File: config.mk
export PLATFORM = sky130hd
export DESIGN_NAME = weight_bit_serializer
export DESIGN_NICKNAME = d
export VERILOG_FILES = /design/src/rtl/weight_bit_serializer.sv
export SDC_FILE = /design/constraint.sdc
export NUM_CORES = 1
export LEC_CHECK = 0
export ABC_CLOCK_PERIOD_IN_PS = 3700
export BUFFER_PORTS_ARGS = -buffer_cell sky130_fd_sc_hd__clkbuf_2
export CAP_MARGIN = 20
export CORE_MARGIN = 3
export CORE_UTILIZATION = 32
export CTS_BUF_LIST = sky130_fd_sc_hd__clkbuf_8
export CTS_CLUSTER_DIAMETER = 60
export DETAILED_ROUTE_END_ITERATION = 6
export PLACE_DENSITY = 0.55
export SLEW_MARGIN = 20
export SYNTH_ARGS = -nofsm -noshare
export SYNTH_HDL_FRONTEND = slang
export SYNTH_SLANG_ARGS = --single-unit
export TNS_END_PERCENT = 10
File: constraint.sdc
create_clock -name clk -period 3.7 [get_ports clk]
set_input_delay 1.11 -clock clk [delete_from_list [all_inputs] [get_ports clk]]
set_output_delay 1.11 -clock clk [all_outputs]
set_load 0.05 [all_outputs]
File: src/rtl/weight_bit_serializer.sv
// Parallel-to-serial weight feeder for the bit-serial SMAC datapath.
// Emits one bit per lane per cycle LSB-first, with clear/shift strobes and an MSB flag.
module weight_bit_serializer #(
  parameter int M  = 16,
  parameter int Pw = 8
) (
  input  logic          clk,
  input  logic          rst_n,
  input  logic [M*Pw-1:0] wgt_in,
  input  logic          wgt_valid,
  output logic          wgt_ready,
  input  logic          en,
  input  logic          abort,
  output logic [M-1:0]  w_bit,
  output logic          w_msb,
  output logic          w_and_s,
  output logic          cl_en,
  output logic          done
);

  localparam int CNT_W = $clog2(Pw);
  localparam logic [CNT_W-1:0] CNT_LAST = CNT_W'(Pw - 1);

  typedef enum logic [1:0] {
    IDLE  = 2'd0,
    CLEAR = 2'd1,
    SHIFT = 2'd2,
    DONE  = 2'd3
  } state_t;

  state_t            state_q, state_d;
  logic [CNT_W-1:0]  cnt_q, cnt_d;
  logic [M*Pw-1:0]   sr_q, sr_d;

  always_ff @(posedge clk) begin
    if (!rst_n) begin
      state_q <= IDLE;
      cnt_q   <= '0;
      sr_q    <= '0;
    end else begin
      state_q <= state_d;
      cnt_q   <= cnt_d;
      sr_q    <= sr_d;
    end
  end

  always_comb begin
    state_d   = state_q;
    cnt_d     = cnt_q;
    sr_d      = sr_q;
    wgt_ready = 1'b0;
    w_bit     = '0;
    w_msb     = 1'b0;
    w_and_s   = 1'b0;
    cl_en     = 1'b0;
    done      = 1'b0;

    case (state_q)
      IDLE: begin
        wgt_ready = 1'b1;
        // abort wins over a pending handshake
        if (!abort && wgt_valid) begin
          sr_d    = wgt_in;
          cnt_d   = '0;
          state_d = CLEAR;
        end
      end

      CLEAR: begin
        cl_en   = 1'b1;
        state_d = SHIFT;
      end

      SHIFT: begin
        for (int k = 0; k < M; k++) begin
          w_bit[k] = sr_q[k*Pw];
        end
        w_msb   = (cnt_q == CNT_LAST);
        w_and_s = en && !abort;
        if (en) begin
          for (int k = 0; k < M; k++) begin
            sr_d[k*Pw +: Pw] = {1'b0, sr_q[k*Pw+1 +: Pw-1]};
          end
          if (cnt_q == CNT_LAST) begin
            state_d = DONE;
          end else begin
            cnt_d = cnt_q + 1'b1;
          end
        end
      end

      DONE: begin
        done    = !abort;
        cnt_d   = '0;
        state_d = IDLE;
      end

      default: state_d = IDLE;
    endcase

    if (abort && state_q != IDLE) begin
      state_d = IDLE;
      cnt_d   = '0;
      sr_d    = '0;
    end
  end

endmodule

==> results.yml, run 1 <==
yosys:
  synth_top_area_cell: "dfxtp_1"
  ys_top_cells_by_count: "dfxtp_1, nor2_1, a211oi_1, mux2i_1, buf_2"
  synth_ff_type: "dfxtp_1"
  yosysUniqueCellTypes: 23
  synth_most_common_cell: "dfxtp_1"
  synth_seq_area_share_pct: 44.7
  synth_top_area_share_pct: 44.7
  syn_inst: 629
  syn_area_um2: 5950
  synth_edf_count: 0
  ys_seq_elements: 133
  yosys_warnings: 0
  synth_nets: 770
  async_reset_ff_share_pct: 0
  netlist_top_cells_area: "dfxtp_1, mux2i_1, a211oi_1"
  syn_avg_cell_area_um2: 9.46
clock_network:
  postCtsResizedCells: 0
  htreeDepth: 4
  cts_buffers: 17
  clkTransAtPathRegs_ns: 0.08
  cts_sinks: 133
  clkLatencyLatePin_ns: 0.43
  cts_tree: "yes"
  cts_root_buf: "clkbuf_8"
  ctsHoldBuffers: 0
  cts_buffer_depth: 2
  cts_setup_buffers: 0
power_and_ir_drop:
  vdd_drop_max_mv: 0.434
  power_mw: 6.68
  power.density_nw_per_um2: 912
  p_leak_nw: 2.80
floorplan:
  die-height_um: 142
  initial_utilization_pct: 32.8
  die_area_um2: 20300
  chipWidth_um: 142
  coreArea_um2: 18100
  io_pins: 154
  row_count: 49
timing:
  max_freq_mhz: 308
  setup_viol: 0
  worst_pin_slew_ns: 0.741
  hold_viol: 0
  rsz0062_at_grt: "false"
  final_max_slew_viol_count: 0
  hold_ws_ns: 0.453
  skew_ns: 0.0118
  period_minus_slack_ns: 3.25
  setup_slack_ns: 0.455
  setup_tns_ns: 0
  period_share_pct: 87.7
  relSlewSlack_pct: 50.6
worst_setup_path:
  cp_max_fo: 54
  path_class: "reg -> out"
  cp.required_ns: 2.59
  path_cells: "inv_1 -> ha_4 -> and2_1 -> clkbuf_2"
  critical_path.max_stage_delay_ns: 0.64
  cp-end-kind: "output pin"
  cp.arrival_ns: 2.14
  cp-start-kind: "register"
  crit_path_top_delay_cell: "ha_4"
global_route:
  grt_overflow: 0
  track_usage_pct: 14.4
  grt_pass1_wl_mm: 23.5
  antenna_found_initial: 0
  grt_max_degree: 134
  grt_pass1_vias: 4602
flow_run:
  drv_cap: 0
route:
  first_iter_violations: 218
  vias_per_cell: 4.74
  vias: 4719
  ant_nets: 0
  totalWireLength_mm: 14.1
  wl_per_cell_um: 14.2
  drc_errors: 0
  firstDrtPassIters: 4
place:
  io_buffers: 153
  post-place-ws_ns: 0.852
  dp_hpwl_mm: 9.20
  place_congestion: 0.695
  dpl_cell_area_um2: 6910
hold_path:
  min_path_type: "reg -> reg"
finish:
  synthToLayoutAreaGrowth_pct: 23.1
  fillCellCount: 1861
  final_area_um2: 7320
  diodes: 0
  nets: 895
  drive_above_1_share_pct: 26.2
run_status:
  outcome: "completed"
## worst max-delay path, delay by kind of cell (launching register included)
family                   cells  cell delay (ns)
adder cells (fa/ha/maj)      1             0.64
buffers and inverters        2             0.44
flip-flops                   1             0.35
AND/OR/NAND/NOR              1             0.26
## layout make-up
class,count,area [um^2],area share [%]
Multi-Input combinational cell,434,3040,41.5
Sequential cell,133,2660,36.4
Timing Repair Buffer,165,906,12.4
Tap cell,229,287,3.91
Clock buffer,19,262,3.57
Clock inverter,13,154,2.10
Inverter,3,11.3,0.154
## power by group
group          total (mW)  switching [mW]  internal, mW
clock network        1.29           0.587         0.701
registers            2.50           0.348          2.15
logic                2.89            1.76          1.13
## path summary, 6_finish.rpt
path              endpoint  cells past startpoint  slack (ns)  startpoint
setup / recovery     w_msb                      4        0.45  state_q[0]
hold / removal    sr_q[71]                      2        0.45    sr_q[71]
setup reg to reg  sr_q[63]                      6        1.14  state_q[0]
hold reg to reg   sr_q[71]                      2        0.45    sr_q[71]
## through the flow
step,utilization (%),instances
global placement,38.1,964
global route,40.4,996
finish,40.4,996
floorplan,-,629
CTS,40.4,996
detailed placement,38.1,964
## per-layer routing
layer	wire length, um	global-route usage [%]
met4	115	3.45
met5	0	0
met3	1080	6.12
met2	6000	21.4
met1	6940	19.3
## state kept, by name, indices dropped and copies added, names as in the netlist
| register | count |
|---|---|
| state_q | 2 |
| sr_q | 128 |
| cnt_q | 3 |
## cell usage in the layout, fill, tap and decap left out, types with 2 or more instances in the layout
cell and instances:
inv_6 2, mux2i_1 113, clkinv_2 6, bufinv_16 3, a211oi_1 113, nand3_1 2
nand3b_1 17, clkbuf_2 153, buf_12 4, and2_1 17, inv_1 3, buf_4 8
clkbuf_8 19, ha_1 7, nand2b_1 4, nand2_1 17, a21oi_1 19, dfxtp_1 133
nor2_1 115, nor2b_1 2
## kinds of logic after synthesis
family                     count (synthesis)  synth area share, %
AOI/OAI and AO/OA                        137                 16.8
adders and majority gates                  8                 1.68
buffers and inverters                     62                 4.54
DFF                                      133                 44.7
muxes                                    113                 19.0
and+or+nand+nor                          176                 13.2
(Power assumes the default switching activity.)
==> run 2, diff against run 1 <==
--- a/config.mk
+++ b/config.mk
@@ -8,12 +8,14 @@
 export ABC_CLOCK_PERIOD_IN_PS = 3700
 export BUFFER_PORTS_ARGS = -buffer_cell sky130_fd_sc_hd__clkbuf_2
 export CAP_MARGIN = 20
+export CELL_PAD_IN_SITES_DETAIL_PLACEMENT = 1
+export CELL_PAD_IN_SITES_GLOBAL_PLACEMENT = 1
 export CORE_MARGIN = 3
 export CORE_UTILIZATION = 32
 export CTS_BUF_LIST = sky130_fd_sc_hd__clkbuf_8
 export CTS_CLUSTER_DIAMETER = 60
 export DETAILED_ROUTE_END_ITERATION = 6
-export PLACE_DENSITY = 0.55
+export PLACE_DENSITY = 0.68
 export SLEW_MARGIN = 20
 export SYNTH_ARGS = -nofsm -noshare
 export SYNTH_HDL_FRONTEND = slang
==> results.yml, run 2 (same netlist as run 1, synthesis figures left out) <==
run_status:
  outcome: "completed"
power_and_ir_drop:
  pwr-share-clk_pct: 17.9
  switchingPower_mw: 2.75
  power.share.switching_pct: 41.3
  seqPwrFrac_pct: 38.0
  p_leak_nw: 2.80
  vdd_drop_max_mv: 0.550
  power_frac_comb_pct: 44.1
  power.density_nw_per_um2: 911
  p_int_mw: 3.90
timing:
  hold_ws_ns: 0.454
  skew_ns: 0.00817
  setup_tns_ns: 0
  rsz0062_at_grt: "false"
  setup_viol: 0
  period_share_pct: 87.3
  period_minus_slack_ns: 3.23
  max_freq_mhz: 310
  worst_pin_slew_ns: 0.799
  hold_viol: 0
  final_max_slew_viol_count: 0
  relSlewSlack_pct: 46.7
clock_network:
  cts_sinks: 133
  cts_buffers: 17
  clkLatencyLatePin_ns: 0.43
  cts_tree: "yes"
  cts_setup_buffers: 0
  ctsHoldBuffers: 0
  cts_root_buf: "clkbuf_8"
  postCtsResizedCells: 0
  htreeDepth: 4
  cts_buffer_depth: 2
  clkTransAtPathRegs_ns: 0.07
global_route:
  grt_pass1_wl_mm: 25.6
  grt_max_degree: 147
  antenna_found_initial: 0
  grt_overflow: 0
  grt_pass1_vias: 5209
  track_usage_pct: 15.5
route:
  ant_nets: 0
  drc_errors: 0
  totalWireLength_mm: 15.6
  wl_per_cell_um: 15.7
  firstDrtPassIters: 4
  vias: 4991
  first_iter_violations: 191
  vias_per_cell: 5.00
worst_setup_path:
  rr_worst_depth: 7
  cp-start-kind: "register"
  cp_max_fo: 34
  startpoint: "state_q[0]"
  cp.arrival_ns: 2.12
  cp-end-kind: "output pin"
  r2r-end: "sr_q[68]"
  cp.required_ns: 2.59
  path_class: "reg -> out"
  critical_path.max_stage_delay_ns: 0.47
  crit_path_top_delay_cell: "ha_4"
  reg2reg_from: "state_q[0]"
  rrSetupSlack_ns: 1.24
  path_cells: "inv_1 -> ha_4 -> buf_4 -> and2_1 -> clkbuf_2"
finish:
  stdcell_count: 998
  final_common_cell: "clkbuf_2"
  synthToLayoutAreaGrowth_pct: 22.5
  top_regs: "sr_q: 128 flops, cnt_q: 3 flops, state_q: 2 flops"
  final_area_um2: 7290
  post-route-util_pct: 40.2
  drive_above_1_share_pct: 26.3
  top_register: "sr_q"
  diodes: 0
  nets: 898
  final_cell_mix: "clkbuf_2, dfxtp_1, nor2_1, mux2i_1, a211oi_1"
  largest_register_ff_count: 128
place:
  io_buffers: 153
  dpl_cell_area_um2: 6910
  dp_cells: 967
  dp_hpwl_mm: 10.7
  place_congestion: 0.746
hold_path:
  min_from: "sr_q[7]"
  min_path_type: "reg -> reg"
  hold_path_depth: 2
  worstHoldEndpoint: "sr_q[7]"
floorplan:
  coreArea_um2: 18100
  io_pins: 154
  chipWidth_um: 142
  row_count: 49
  initial_utilization_pct: 32.8
  die_area_um2: 20300
  die-height_um: 142
flow_run:
  drv_cap: 0
run 2: metrics by stage:
step | setup slack, ns | power [mW]
3_3_place_gp | 0.849 | 5.31
3_5_place_dp | 0.823 | 5.53
6_report | 0.472 | 6.64
5_1_grt | 0.300 | 7.24
2_1_floorplan | 0.750 | 4.85
4_1_cts | 0.398 | 6.76
run 2: how the worst max path moves through the flow:
stage,end,cells past startpoint
after floorplan,w_bit[10],6
after global placement,w_and_s,4
after detailed placement,w_and_s,4
after CTS,w_bit[14],5
after global routing,w_bit[13],5
final,w_bit[12],5
run 2: layer usage:
metal / GRT usage, % / vias to the layer above / part of all wire (%)
met1: 19.1 / 2344 / 45
met2: 25.7 / 115 / 48
met5: 0 / - / 0
met4: 5.90 / 0 / 1.9
li1: - / 2507 / -
met3: 4.33 / 25 / 5.6
run 2: power groups by stage:
stage,Combinational [mW],Sequential [mW],Clock (mW)
5_1_grt,3.31,2.62,1.30
2_1_floorplan,2.41,2.44,0
4_1_cts,2.98,2.54,1.25
6_report,2.93,2.53,1.19
3_3_place_gp,2.80,2.51,0
3_5_place_dp,2.97,2.56,0
run 2: area by class of cell:
type | instances | area, um^2
Fill cell | 2120 | 10900
Multi-Input combinational cell | 434 | 3040
Sequential cell | 133 | 2660
Timing Repair Buffer | 168 | 903
Tap cell | 229 | 287
Clock buffer | 20 | 275
Clock inverter | 11 | 109
Inverter | 3 | 11.3
run 2: critical path, delay by kind of cell (launching register included):
kind                       cells  cell delay (ns)
adders and majority gates      1             0.47
buffers and inverters          3             0.71
and+or+nand+nor                1             0.14
DFF                            1             0.36
